===== src/rtl/shifter_pkg.sv =====
// Shared definitions for the sequential shifter: operation encodings,
// controller state type and a small mode classification helper.
package shifter_pkg;

    // Operation select encodings; 3'b101 to 3'b111 are reserved.
    typedef enum logic [2:0] {
        MODE_SLL = 3'b000,
        MODE_SRL = 3'b001,
        MODE_SRA = 3'b010,
        MODE_ROL = 3'b011,
        MODE_ROR = 3'b100
    } mode_e;

    // Controller states.
    typedef enum logic [1:0] {
        ST_IDLE  = 2'b00,
        ST_SHIFT = 2'b01,
        ST_DONE  = 2'b10
    } state_e;

    // True when the encoding names a real shift/rotate operation.
    function automatic logic mode_is_shift(input logic [2:0] mode);
        return (mode <= 3'b100);
    endfunction

endpackage


===== src/rtl/shift_step.sv =====
// One-bit shift/rotate step: produces the value after a single-bit move
// and the bit that left the register during that move.
module shift_step
    import shifter_pkg::*;
#(
    parameter int WIDTH = 8
) (
    input  logic [2:0]       mode,
    input  logic [WIDTH-1:0] value,
    output logic [WIDTH-1:0] next_value,
    output logic             out_bit
);

    // Select the one-bit move for the operation; reserved codes pass through.
    always_comb begin
        next_value = value;
        out_bit    = 1'b0;
        case (mode)
            MODE_SLL: begin
                next_value = {value[WIDTH-2:0], 1'b0};
                out_bit    = value[WIDTH-1];
            end
            MODE_SRL: begin
                next_value = {1'b0, value[WIDTH-1:1]};
                out_bit    = value[0];
            end
            MODE_SRA: begin
                next_value = {value[WIDTH-1], value[WIDTH-1:1]};
                out_bit    = value[0];
            end
            MODE_ROL: begin
                next_value = {value[WIDTH-2:0], value[WIDTH-1]};
                out_bit    = value[WIDTH-1];
            end
            MODE_ROR: begin
                next_value = {value[0], value[WIDTH-1:1]};
                out_bit    = value[0];
            end
            default: begin
                next_value = value;
                out_bit    = 1'b0;
            end
        endcase
    end

endmodule


===== src/rtl/seq_shifter.sv =====
// Sequential shifter: moves the operand one bit per clock for shamt clocks,
// then publishes the result and the last bit shifted out with a done pulse.
module seq_shifter
    import shifter_pkg::*;
#(
    parameter int WIDTH   = 8,
    parameter int SHAMT_W = $clog2(WIDTH)
) (
    input  logic               clk,
    input  logic               reset,
    input  logic               start,
    input  logic [2:0]         mode,
    input  logic [WIDTH-1:0]   data_in,
    input  logic [SHAMT_W-1:0] shamt,
    output logic               busy,
    output logic               done,
    output logic [WIDTH-1:0]   data_out,
    output logic               carry_out
);

    localparam logic [SHAMT_W-1:0] CNT_ZERO = {SHAMT_W{1'b0}};
    localparam logic [SHAMT_W-1:0] CNT_ONE  = {{(SHAMT_W-1){1'b0}}, 1'b1};

    state_e             state_r;
    logic [SHAMT_W-1:0] cnt_r;
    logic [WIDTH-1:0]   work_r;
    logic [2:0]         mode_r;
    logic [WIDTH-1:0]   next_s;
    logic               out_bit_s;

    shift_step #(
        .WIDTH(WIDTH)
    ) u_step (
        .mode       (mode_r),
        .value      (work_r),
        .next_value (next_s),
        .out_bit    (out_bit_s)
    );

    // Controller: accepts work in IDLE/DONE, steps once per clock in SHIFT,
    // and only touches data_out/carry_out when entering DONE.
    always_ff @(posedge clk or posedge reset) begin
        if (reset) begin
            state_r   <= ST_IDLE;
            cnt_r     <= CNT_ZERO;
            work_r    <= {WIDTH{1'b0}};
            mode_r    <= 3'b000;
            busy      <= 1'b0;
            done      <= 1'b0;
            data_out  <= {WIDTH{1'b0}};
            carry_out <= 1'b0;
        end else begin
            case (state_r)
                ST_IDLE, ST_DONE: begin
                    if (start) begin
                        mode_r <= mode;
                        work_r <= data_in;
                        if ((shamt == CNT_ZERO) || !mode_is_shift(mode)) begin
                            // Nothing to move: result is the operand itself.
                            state_r   <= ST_DONE;
                            cnt_r     <= CNT_ZERO;
                            busy      <= 1'b0;
                            done      <= 1'b1;
                            data_out  <= data_in;
                            carry_out <= 1'b0;
                        end else begin
                            state_r <= ST_SHIFT;
                            cnt_r   <= shamt;
                            busy    <= 1'b1;
                            done    <= 1'b0;
                        end
                    end else begin
                        state_r <= ST_IDLE;
                        busy    <= 1'b0;
                        done    <= 1'b0;
                    end
                end
                ST_SHIFT: begin
                    work_r <= next_s;
                    cnt_r  <= cnt_r - CNT_ONE;
                    if (cnt_r == CNT_ONE) begin
                        state_r   <= ST_DONE;
                        busy      <= 1'b0;
                        done      <= 1'b1;
                        data_out  <= next_s;
                        carry_out <= out_bit_s;
                    end else begin
                        state_r <= ST_SHIFT;
                        busy    <= 1'b1;
                        done    <= 1'b0;
                    end
                end
                default: begin
                    state_r <= ST_IDLE;
                    cnt_r   <= CNT_ZERO;
                    busy    <= 1'b0;
                    done    <= 1'b0;
                end
            endcase
        end
    end

endmodule


===== config.mk =====
export PLATFORM = sky130hd
export DESIGN_NAME = seq_shifter
export DESIGN_NICKNAME = d
export VERILOG_FILES = /design/src/rtl/shifter_pkg.sv /design/src/rtl/shift_step.sv /design/src/rtl/seq_shifter.sv
export SDC_FILE = /design/constraint.sdc
export NUM_CORES = 1
export LEC_CHECK = 0
export ABC_AREA = 1
export CAP_MARGIN = 20
export CORE_UTILIZATION = 50
export DETAILED_ROUTE_END_ITERATION = 6
export PLACE_DENSITY = 0.74
export SYNTH_ARGS = -nofsm -noshare
export SYNTH_HDL_FRONTEND = slang
export SYNTH_SLANG_ARGS = --single-unit

===== constraint.sdc =====
create_clock -name clk -period 3.2 [get_ports clk]
set_input_delay 0.32 -clock clk [delete_from_list [all_inputs] [get_ports clk]]
set_output_delay 0.32 -clock clk [all_outputs]
set_load 0.05 [all_outputs]

**Yosys cells after proc, flatten, opt, wreduce, memory -nomap -nowiden**

Index checks and enable logic that the tools add are counted.

- Register bits: 27
- Output and inout port bits: 11
- Logic and storage cells: 59

- Add/subtract/negate cells: 1
- $lt $le $gt $ge: 1
- Equal/unequal tests: 10
- Mux-type cells: 27
- Reductions and logical operators: 12

Operators with widths:

| kind | number |
|---|---|
| $pmux 8 s5 | 1 |
| $mux 8 | 4 |
| $pmux 8 s2 | 2 |
| $mux 1 | 9 |
| $pmux 1 s2 | 4 |
| $eq 3x1->1 const B | 2 |
| $eq 3x2->1 const B | 2 |
| $logic_not 3->1 | 2 |
| $mux 2 | 3 |
| $mux 3 | 2 |
| $ne 2x2->1 const B | 3 |
| $pmux 3 s2 | 1 |
| $pmux 2 s2 | 1 |
| $reduce_and 2->1 | 2 |
| $reduce_and 4->1 | 1 |
| $reduce_or 2->1 | 2 |
| $eq 3x3->1 const B | 1 |
| $le 3x3->1 const B | 1 |
| $reduce_or 3->1 | 1 |
| $sub 3x1->3 const B | 1 |
| $eq 2x1->1 const B | 1 |
| $eq 2x2->1 const B | 1 |
| $logic_not 2->1 | 1 |
| $reduce_bool 2->1 | 1 |
| other kinds (2) | 2 |

**Logic depth before layout (Yosys ltp)**

- Depth after elaboration: 6
- Gate-level depth with buffers: 9
- Mapped depth without buffers: 9

**Hierarchy**

From an unflattened synthesis, not the netlist that was laid out.

- Cells, all modules: 206
- Area, all modules: 1,559.0 sq um

By module, submodules not included:

| module | instances | cells each | area each (sq um) | seq. area each (sq um) |
|---|---|---|---|---|
| seq_shifter | 1 | 145 | 1,263.7 | 625.6 |
| shift_step | 1 | 61 | 295.3 | 0.0 |

**Worst setup path before layout**

No wires, ideal clock.

- Path type: flip-flop to flip-flop
- Start: register state_r[0]
- End: register work_r[7]
- Library setup time: 0.117 ns
- Data arrival time: 1.351 ns
- Required time: 3.083 ns
- Slack: 1.732 ns
- Stages on the path, launching flop included: 8
- Buffers on the path: 0
- Clock period less this slack: 1.468 ns
- Cells stage by stage: dfrtp_1 > inv_2 > nand2_1 > inv_2 > nor2_4 > inv_2 > nand3_1 > nand2_1

- Cells in the longest elaborated chain, start to end: 4

Ends and longest elaborated chain:

| item | RTL line | text |
|---|---|---|
| start: declaration | seq_shifter.sv:24 | `state_e state_r;` |
| start signal: assignment | seq_shifter.sv:44 | `state_r <= ST_IDLE;` |
| start signal: assignment | seq_shifter.sv:60 | `state_r <= ST_DONE;` |
| start signal: assignment | seq_shifter.sv:67 | `state_r <= ST_SHIFT;` |
| $eq 2x2->1 or $logic_not 2->1 (tied branches) | seq_shifter.sv:53 | `case (state_r)` |
| $reduce_or 2->1 | seq_shifter.sv:53 |  |
| $ne 2x2->1 (no line) or $reduce_bool 2->1 (tied branches) | - |  |
| $reduce_and 2->1 (no line) | - |  |
| end signal: assignment | seq_shifter.sv:46 | `work_r <= {WIDTH{1'b0}};` |
| end signal: assignment | seq_shifter.sv:57 | `work_r <= data_in;` |
| end signal: assignment | seq_shifter.sv:79 | `work_r <= next_s;` |
| end: declaration | seq_shifter.sv:26 | `logic [WIDTH-1:0] work_r;` |

Several ways; a longest one is shown, not always the timed one.
A chain may end at the register's enable or synchronous reset.

**Final worst setup path**

- Start: register done
- End: output done

RTL lines:

| item | RTL line | text |
|---|---|---|
| start: declaration | seq_shifter.sv:16 | `output logic done,` |
| start signal: assignment | seq_shifter.sv:49 | `done <= 1'b0;` |
| start signal: assignment | seq_shifter.sv:63 | `done <= 1'b1;` |
| start signal: assignment | seq_shifter.sv:70 | `done <= 1'b0;` |

No word-level cell between the ends.

==> reports/results.ini <==
[clock_tree]
cts_buffers = 3
htree_levels = 1
ctsResizeCount = 0
cts_setup_buffers = 0
clkLatencyLatePin_ns = 0.32
clkTransAtPathRegs_ns = 0.14
cts_num_sinks = 25
clock_path_buffers = 2
root_buffer = clkbuf_4
hold_buffers = 0
cts_tree = built

[place]
portBuffers = 27
hpwlAfterDp_um = 2560
gp_congestion = 0.846
post-place-ws_ns = 1.54

[floorplan]
initial_utilization = 0.540
die_area_mm2 = 0.00325
core_mm2 = 0.00281
fp-row-count = 19
die_w_um = 57.1
ioPinCount = 28
die_y_um = 57.1

[critical_path]
r2r_start = mode_r[2]$_DFFE_PP0P_
cp_cell_sequence = clkdlybuf4s50_1
critPathBufInv = 1
critPathRequiredTime_ns = 2.88
crit_family = buffers and inverters
r2r_end = work_r[0]$_DFFE_PP0P_
cp-start-kind = flip-flop
worst_r2r_path_depth = 8
cp_slowest_cell = clkdlybuf4s50_1
critPathCaptureType = output port
criticalPathCategory = flip-flop to output port
slowest_delay_ns = 0.84
critPathArrivalTime_ns = 1.63
critPathMaxFanout = 2
r2r_slack_ns = 1.77

[logic_synthesis]
yosys.area.top_type = dfrtp_1
synth_warnings = 0
syn-num-nets = 228
syn_inst = 209
ys_ff_latch = 25
seq_area_frac_synth = 0.413
synth_area_leaders = dfrtp_1, nand2_1, nand3_1
synth_cell_types = 25
synth_area_mm2 = 0.00152
avgSynthCellArea_um2 = 7.25
yosysTopAreaCellShare = 0.413

[pwr]
cellPowerDensity_mw_per_mm2 = 1090
ir_worst_vdd_mv = 0.651
leakage_nw = 0.949

[final_layout]
final_layout_size_suffix_gt1_frac = 0.105
syn_to_final_growth_pct = 20.7
ff_latch_area_um2 = 626
multi_input_area_um2 = 753
n_antenna_cell = 0
fillerInstances = 271
final_nets = 258

[sta]
hold_viol_final = 0
max_freq_mhz = 513
worst_pin_slew_ns = 0.973
finalCriticalPeriod_ns = 1.95
timing.setup.tns_ns = 0
fin_skew_ns = 0.00714
finalCritPeriodShare = 0.610
rsz0062_at_grt = no
finalWorstSetupSlack_ns = 1.25
drv_slew = 0
slew_headroom = 0.350
setup_viol = 0

[drt]
drt-wirelength-per-cell_um = 12.7
drt-pass1-iter-count = 6
ant_nets = 0
drt-initial-drc-count = 67
routed_wl_um = 3410
viasPerCell = 5.09
post-route-drc-count = 2
vias = 1368

[global_route]
grtUsageTotal = 0.233
top_usage_layer = met2
grt_util_met2 = 0.366
antenna_found_initial = 0
grt.met1_usage = 0.341
grt_util_met3 = 0.0249
grt_max_degree = 26
grt_pass1_wl_um = 5880
gr-total-overflow = 0
grt_pass1_vias = 1265

[flow_run]
maxCapViolCount = 0

[outcome]
failed_checks = DRC
run_status = finished with violations

[min_path]
hp-class = input pin to async pin

per-stage QoR:
| stage | cell area [um^2] | utilization | hold WS, ns | total power [mW] | std cells |
|---|---|---|---|---|---|
| floorplan | 1520 | - | 0.347 | 1.54 | 209 |
| global placement | 1800 | 0.642 | 0.464 | 1.81 | 265 |
| detailed placement | 1800 | 0.642 | 0.467 | 1.85 | 265 |
| CTS | 1830 | 0.652 | 0.504 | 2.00 | 269 |
| global route | 1830 | 0.652 | 0.531 | 2.17 | 269 |
| finish | 1830 | 0.652 | 0.501 | 1.99 | 269 |
sequential cells by signal, summed over array words and instances (netlist names):
signal,cells
data_out,8
work_r,8
cnt_r,3
mode_r,3
carry_out,1
done,1
state_r,1
worst max-delay path by stage:
stage          slack (ns)                 start  depth (start not counted)                 endpoint
3_5_place_dp         1.54              shamt[0]                          8  data_out[1]$_DFFE_PP0P_
6_report             1.25        done$_DFF_PP0_                          1                     done
5_1_grt              1.20        done$_DFF_PP0_                          1                     done
4_1_cts              1.23        done$_DFF_PP0_                          1                     done
3_3_place_gp         1.59              shamt[0]                          8    carry_out$_DFFE_PP0P_
2_1_floorplan        1.73  state_r[0]$_DFF_PP0_                          7    work_r[7]$_DFFE_PP0P_
synthesized netlist by cell type, drive strengths merged:
cell type   n
o22ai       1
a31oi       1
o211ai      1
xnor2       1
inv        24
nand2      97
nand3      28
ha          2
clkinv      5
o221ai      1
nor2       10
o21ai       9
buf         2
or2         2
dfrtp      25
cells by family after synthesis:
group | share of synthesized area
buffers and inverters | 0.0900
AND/OR/NAND/NOR | 0.419
adder cells (fa/ha/maj) | 0.0165
XOR/XNOR | 0.00578
AO/OA/AOI/OAI | 0.0562
flip-flops | 0.413
power by group:
| part | internal, mW | leakage (nW) | switching, mW | total [mW] |
|---|---|---|---|---|
| registers | 0.464 | 0.311 | 0.135 | 0.599 |
| clock network | 0.0468 | 0.0177 | 0.0955 | 0.142 |
| logic | 0.413 | 0.620 | 0.838 | 1.25 |
per-layer routing:
metal | wire [um] | up-vias
li1 | - | 706
met1 | 1690 | 621
met2 | 1500 | 37
met3 | 191 | 4
met4 | 27 | 0
met5 | 0 | -
layout make-up:
type | instances | share of cell area
Inverter | 29 | 0.0622
Clock buffer | 3 | 0.0123
Clock inverter | 1 | 0.00274
Timing Repair Buffer | 27 | 0.148
Tap cell | 31 | 0.0212
Multi-Input combinational cell | 153 | 0.412
Sequential cell | 25 | 0.342
layout by cell type (no fill, tap or decap), drive strengths merged:
| cell | synthesis | layout |
|---|---|---|
| clkbuf | 0 | 3 |
| o21ai | 9 | 9 |
| o22ai | 1 | 1 |
| ha | 2 | 2 |
| a31oi | 1 | 1 |
| o211ai | 1 | 1 |
| nand2 | 97 | 97 |
| clkdlybuf4s50 | 0 | 27 |
| or2 | 2 | 2 |
| o221ai | 1 | 1 |
| xnor2 | 1 | 1 |
| inv | 24 | 24 |
| nor2 | 10 | 10 |
| dfrtp | 25 | 25 |
| clkinv | 5 | 6 |
| nand3 | 28 | 28 |
Power figures use the tool's default switching activity.
